**src/rtl/rv_instr_encoder.sv**
```systemverilog
// rv_instr_encoder: packs decoded RV32I fields (format, opcode, registers,
// funct fields, full 32-bit immediate) into an instruction word. Each word
// gets a sequential byte address and a range-check flag. The single output
// register stage uses a valid/ready handshake.
module rv_instr_encoder #(
  parameter int                ADDR_W     = 32,
  parameter logic [ADDR_W-1:0] START_ADDR = '0,
  parameter int                ERR_CNT_W  = 8
) (
  input  logic                 clk,
  input  logic                 rst,
  input  logic                 clear,
  input  logic                 in_valid,
  output logic                 in_ready,
  input  logic [2:0]           fmt,
  input  logic [6:0]           opcode,
  input  logic [4:0]           rd,
  input  logic [4:0]           rs1,
  input  logic [4:0]           rs2,
  input  logic [2:0]           funct3,
  input  logic [6:0]           funct7,
  input  logic [31:0]          imm,
  output logic                 out_valid,
  input  logic                 out_ready,
  output logic [31:0]          out_instr,
  output logic [ADDR_W-1:0]    out_addr,
  output logic                 out_err,
  output logic [ERR_CNT_W-1:0] err_count
);

  localparam logic [2:0] FMT_R = 3'd0;
  localparam logic [2:0] FMT_I = 3'd1;
  localparam logic [2:0] FMT_S = 3'd2;
  localparam logic [2:0] FMT_B = 3'd3;
  localparam logic [2:0] FMT_U = 3'd4;
  localparam logic [2:0] FMT_J = 3'd5;

  logic [ADDR_W-1:0] addr_cnt;
  logic [31:0]       enc_instr;
  logic              enc_err;
  logic              accept;

  // Sign-extension checks: the bits above the encodable field must all
  // replicate its sign bit.
  logic ext_12;
  logic ext_13;
  logic ext_21;

  assign ext_12 = (&imm[31:11]) || !(|imm[31:11]);
  assign ext_13 = (&imm[31:12]) || !(|imm[31:12]);
  assign ext_21 = (&imm[31:20]) || !(|imm[31:20]);

  // A stalled output frees up the moment the consumer takes it.
  assign in_ready = !out_valid || out_ready;

  // clear beats a simultaneous accept, so the bundle is dropped.
  assign accept = in_valid && in_ready && !clear;

  // Field placement and range check for the presented bundle.
  always_comb begin
    enc_instr = '0;
    enc_err   = 1'b0;
    case (fmt)
      FMT_R: begin
        enc_instr = {funct7, rs2, rs1, funct3, rd, opcode};
      end
      FMT_I: begin
        enc_instr = {imm[11:0], rs1, funct3, rd, opcode};
        enc_err   = !ext_12;
      end
      FMT_S: begin
        enc_instr = {imm[11:5], rs2, rs1, funct3, imm[4:0], opcode};
        enc_err   = !ext_12;
      end
      FMT_B: begin
        enc_instr = {imm[12], imm[10:5], rs2, rs1, funct3, imm[4:1], imm[11], opcode};
        enc_err   = !ext_13 || imm[0];
      end
      FMT_U: begin
        enc_instr = {imm[31:12], rd, opcode};
        enc_err   = |imm[11:0];
      end
      FMT_J: begin
        enc_instr = {imm[20], imm[10:1], imm[11], imm[19:12], rd, opcode};
        enc_err   = !ext_21 || imm[0];
      end
      default: begin
        // Illegal format: emit an all-zero word flagged as an error.
        enc_instr = '0;
        enc_err   = 1'b1;
      end
    endcase
  end

  // Output register, address counter and saturating error counter.
  always_ff @(posedge clk or posedge rst) begin
    if (rst) begin
      out_valid <= 1'b0;
      out_instr <= '0;
      out_err   <= 1'b0;
      out_addr  <= START_ADDR;
      addr_cnt  <= START_ADDR;
      err_count <= '0;
    end else if (clear) begin
      out_valid <= 1'b0;
      addr_cnt  <= START_ADDR;
      err_count <= '0;
    end else if (accept) begin
      out_valid <= 1'b1;
      out_instr <= enc_instr;
      out_err   <= enc_err;
      out_addr  <= addr_cnt;
      addr_cnt  <= addr_cnt + ADDR_W'(4);
      if (enc_err && !(&err_count)) begin
        err_count <= err_count + ERR_CNT_W'(1);
      end
    end else if (out_valid && out_ready) begin
      out_valid <= 1'b0;
    end
  end

endmodule

```
**config.mk**
```make
export PLATFORM = sky130hd
export DESIGN_NAME = rv_instr_encoder
export DESIGN_NICKNAME = d
export VERILOG_FILES = /design/src/rtl/rv_instr_encoder.sv
export SDC_FILE = /design/constraint.sdc
export NUM_CORES = 1
export LEC_CHECK = 0
export BUFFER_PORTS_ARGS = -buffer_cell sky130_fd_sc_hd__buf_4
export CAP_MARGIN = 5
export CORE_MARGIN = 8
export CORE_UTILIZATION = 56
export CTS_CLUSTER_SIZE = 40
export DETAILED_ROUTE_END_ITERATION = 10
export MAX_ROUTING_LAYER = met4
export PLACE_DENSITY_LB_ADDON = 0.12
export SYNTH_ARGS = -nofsm -noshare
export SYNTH_HDL_FRONTEND = slang
export SYNTH_SLANG_ARGS = --single-unit
```
**constraint.sdc**
```tcl
create_clock -name clk -period 7.9 [get_ports clk]
set_clock_uncertainty 0.1 [all_clocks]
set_input_delay 1.58 -clock clk [delete_from_list [all_inputs] [get_ports clk]]
set_output_delay 1.58 -clock clk [all_outputs]
set_load 0.01 [all_outputs]
```
# After elaboration in Yosys (flattened, before gate mapping)
# Index checks and enable logic that the tools add are counted.
classes:
  n_addsub: 2
  eq_ne: 5
  muxes: 10
  bitwise_logic: 1
  reduce_logical: 34
op_table:
  columns: ["cell", "n"]
  rows:
  - ["$pmux 32 s6", 1]
  - ["$mux 32", 2]
  - ["$add 32x3->32 const B", 1]
  - ["$mux 8", 3]
  - ["$reduce_or 12->1", 2]
  - ["$reduce_and 21->1", 1]
  - ["$reduce_or 21->1", 1]
  - ["$reduce_and 20->1", 1]
  - ["$reduce_or 20->1", 1]
  - ["$reduce_and 12->1", 1]
  - ["$logic_not 1->1", 9]
  - ["$add 8x1->8 const B", 1]
  - ["$reduce_and 8->1", 1]
  - ["$eq 3x2->1 const B", 2]
  - ["$eq 3x3->1 const B", 2]
  - ["$logic_or 1x1->1", 6]
  - ["$pmux 1 s5", 1]
  - ["$logic_and 1x1->1", 4]
  - ["$reduce_and 2->1", 2]
  - ["$reduce_bool 2->1", 2]
  - ["$eq 3x1->1 const B", 1]
  - ["$logic_not 3->1", 1]
  - ["$mux 1", 3]
  - ["$reduce_bool 3->1", 1]
  - ["2 further kinds", 2]
word_totals:
  reg_bits: 106
  out_inout_bits: 75
  word_cells: 58

# Depth between registers and ports, before layout
depth:
  ltp_word: 10
  depth_mapped: 10
  ltp_nobuf: 7

# Worst setup path before layout
# No wires, ideal clock.
synth_path:
  path_kind: "input to output"
  start: "input port out_ready"
  end: "output port in_ready"
  t_arrival_ps: 1885
  required_time_ps: 6220
  slack_ps: 4335
  cell_stages: 2
  cell_sequence: "nand2b_1 -> clkbuf_1"
synth_via:
  elab_chain_len: 1
synth_rtl:
  columns: ["element", "line_no", "text"]
  rows:
  - ["start: declaration", "24", "input logic out_ready,"]
  - ["$logic_or 1x1->1", "54", "assign in_ready = !out_valid || out_ready;"]
  - ["end: declaration", "14", "output logic in_ready,"]
# No other way between the ends.

# Worst setup path in the final report
# Ends and elaborated chain as after synthesis.

==> flow_metrics.py <==
metrics = {
    "floorplanning": {
        "io_pins": 147,
        "initial_utilization_pct": 57.1,
        "dieWidth_um": 110,
        "rows": 34,
        "die_h_um": 110,
        "fp.dieArea_sq_mm": 0.0120,
        "core_area_sq_mm": 0.00859,
    },
    "run_status": {
        "outcome": "completed",
    },
    "clocking": {
        "cts.htree.levels": 3,
        "hold_buffers": 0,
        "cts_setup_buffers": 0,
        "root_buffer": "clkbuf_8",
        "cts_tree": "done",
        "insertion_delay_ps": 360,
        "clk_pin_slew_ps": 90,
        "cts-resized-gates": 0,
        "cts_buffers": 9,
        "cts_sinks": 102,
        "cts_max_path_buffers": 2,
    },
    "logic_synthesis": {
        "synth_seq_cells": 102,
        "synth_top_family_by_area": "simple AND/OR/NAND/NOR gates",
        "synth_compound_area_share_pct": 13.2,
        "synthCells": 529,
        "synthArstFlopShare_pct": 100,
        "synth-edff-count": 0,
        "yosysWarnings": 0,
        "yosys.area_share.adder_pct": 0.510,
        "synth_xor_area_share_pct": 4.64,
        "synth_cell_types": 47,
        "ys_seq_area_share_pct": 52.0,
        "syn_area_sq_mm": 0.00491,
        "synthSimpleGateAreaFrac_pct": 22.8,
        "synth.avg_cell_area_sq_um": 9.28,
        "ys.flop_type": "dfrtp_1",
        "muxShareOfSynthArea_pct": 2.96,
    },
    "worst_setup_path": {
        "worstPathRequired_ps": 6220,
        "cp.arrival_ps": 2110,
        "crit_chain": "buf_4 -> nand2b_1 -> buf_4",
        "crit_top_cell": "buf_4",
        "crit_fanout": 6,
        "critPathKind": "in -> out",
        "critPathLaunchType": "input pin",
        "rr_worst_depth": 6,
        "endpoint_kind": "output port",
        "cp_slowest_stage_delay_ps": 220,
        "slowest_stage": "nand2b_1",
    },
    "hold_path": {
        "hp-class": "reg -> reg",
        "min_path_cells": 2,
    },
    "detailed_routing": {
        "drt_iter0_drc": 217,
        "wl_um": 13200,
        "highest_layer": "met4",
        "wl_per_cell_um": 17.2,
        "post-route-drc-count": 0,
        "first_pass_iters": 4,
        "ant_nets": 0,
        "drt-met1-wl_um": 5560,
        "met3WireLength_um": 1030,
        "route.met2.wl_um": 6320,
        "num_vias": 4344,
        "avgViaCountPerCell": 5.67,
    },
    "cells_and_area": {
        "num-fill-cells": 677,
        "final-instance-count-excl-fill": 766,
        "seq_area_sq_mm": 0.00255,
        "layout-drive-gt1-share_pct": 26.3,
        "multi_input_area_sq_mm": 0.00218,
        "area_growth_pct": 26.1,
        "diodes": 0,
        "nNetsFinal": 727,
    },
    "timing": {
        "finalSetupViolCount": 0,
        "period_needed_ps": 3790,
        "hold_viol_final": 0,
        "tightestPinTransition_ps": 1090,
        "slew_violations": 0,
        "fin_crit_sh_pct": 47.9,
        "slew_headroom_pct": 27.0,
        "fin_tns_setup_ps": 0,
        "fin_ws_ps": 4110,
        "grt_setup_unrepaired": "no",
        "max_freq_mhz": 264,
    },
    "pwr": {
        "p_per_area_mw_per_mm2": 174,
        "p_leak_uw": 0.00305,
        "max-vdd-ir-drop_mv": 0.111,
    },
    "global_routing": {
        "gr-total-overflow": 0,
        "grt_usage_pct": 22.8,
        "grt_pass1_vias": 4338,
        "grt_max_degree": 79,
        "antenna_found_initial": 0,
        "grt_pass1_wl_um": 21300,
    },
    "placed_design": {
        "port_buffers": 144,
        "gp_congestion": 0.920,
        "dp_cells": 750,
        "dp_worst_setup_slack_ps": 3860,
        "dp_hpwl_um": 9670,
    },
    "job": {
        "cap_violations": 0,
    },
}
-- state kept, by name (all words and copies together) (netlist names) --
register / cells
out_err: 1
out_instr: 32
out_valid: 1
err_count: 8
addr_cnt: 30
out_addr: 30
-- cells in the final DEF, fill, tap and decap left out, drive strengths merged --
| master | instances |
|---|---|
| o41a | 1 |
| clkinv | 5 |
| a221oi | 13 |
| o221ai | 2 |
| or2 | 1 |
| inv | 7 |
| nand2 | 112 |
| and3 | 9 |
| dfrtp | 102 |
| or3 | 5 |
| a21boi | 1 |
| nand3 | 14 |
| nor3 | 3 |
| xnor2 | 9 |
| mux2 | 4 |
| a2bb2oi | 1 |
| nor2b | 8 |
| ha | 2 |
| a31oi | 5 |
| nand4 | 15 |
| o2bb2ai | 1 |
| and2 | 1 |
| o21a | 1 |
| clkbuf | 10 |
| a21oi | 16 |
| nand3b | 3 |
| nor4 | 8 |
| buf | 146 |
| clkinvlp | 1 |
| o21ai | 26 |
| a22oi | 11 |
| nor3b | 1 |
| mux2i | 10 |
| a22o | 11 |
| nand2b | 1 |
| and4 | 2 |
| nor2 | 68 |
| a21bo | 3 |
| conb | 2 |
| xor2 | 17 |
-- power breakdown --
part           leakage, uW  total, uW  switching, uW  internal [uW]
logic              0.00159        188           98.9           89.1
registers          0.00136        572           20.1            552
clock network    0.0000954        317            189            128
-- worst paths after layout --
kind                                          from                   endpoint  slack (ps)
min in group asynchronous                      rst   err_count[1]$_DFFE_PP0P_        1070
min                        out_addr[5]$_DFFE_PP0P_    out_addr[5]$_DFFE_PP0P_         390
min reg2reg                out_addr[5]$_DFFE_PP0P_    out_addr[5]$_DFFE_PP0P_         390
max                                      out_ready                   in_ready        4110
max in group asynchronous                      rst  out_instr[23]$_DFFE_PP0P_        5350
max reg2reg                  out_valid$_DFFE_PP0P_  out_instr[21]$_DFFE_PP0P_        5250
-- routing by layer --
layer | vias up | global-route usage (%)
li1 | 2060 | -
met1 | 2098 | 28.0
met2 | 164 | 36.7
met3 | 22 | 4.34
met4 | 0 | 8.97
met5 | - | -
-- metrics by stage --
stage | hold slack [ps] | utilization (%) | total power, uW | instance area, sq um
2_1_floorplan | 359 | - | 670 | 4910
3_3_place_gp | 363 | 69.7 | 766 | 5990
3_5_place_dp | 364 | 69.7 | 772 | 5990
4_1_cts | 390 | 72.0 | 1090 | 6190
5_1_grt | 409 | 72.0 | 1130 | 6190
6_report | 386 | 72.0 | 1080 | 6190
-- Yosys cell counts (all sizes together), types with 7 or more instances --
master  number  share of area [%]
nand4       15                1.9
mux2i       10                2.0
xnor2        9                1.6
a221oi      13                2.3
a21oi       16                1.6
nand3       14                1.4
nor4         8                1.0
and3         9                1.1
xor2        17                3.0
buf         11                1.5
clkbuf      23                1.8
a22oi       11                1.8
dfrtp      102                 52
nor2b        8                1.2
a22o        11                2.0
nor2        68                5.3
nand2      112                8.6
inv          7               0.54
o21ai       26                2.7
-- kinds of logic (layout without fill, tap and decap cells) --
group                      after synthesis  in the layout
and+or+nand+nor                        251            251
DFF                                    102            102
AOI/OAI and AO/OA                       92             92
buffers and inverters                   41            169
xor gates and xnor gates                26             26
muxes                                   14             14
adders and majority gates                2              2
other                                    1              2
-- critical path: cells and delay by family --
| family | cells | cell delay [ps] |
|---|---|---|
| buffers and inverters | 2 | 300 |
| and+or+nand+nor | 1 | 220 |
-- layout make-up --
class	count	share of cell area [%]
well taps	108	2.18
repair buffers	146	17.7
flip-flops and latches	102	41.3
clock buffers	10	2.22
clock inverters	6	0.950
multi-input cells	387	35.2
inverters	7	0.465
(Power assumes the default switching activity.)
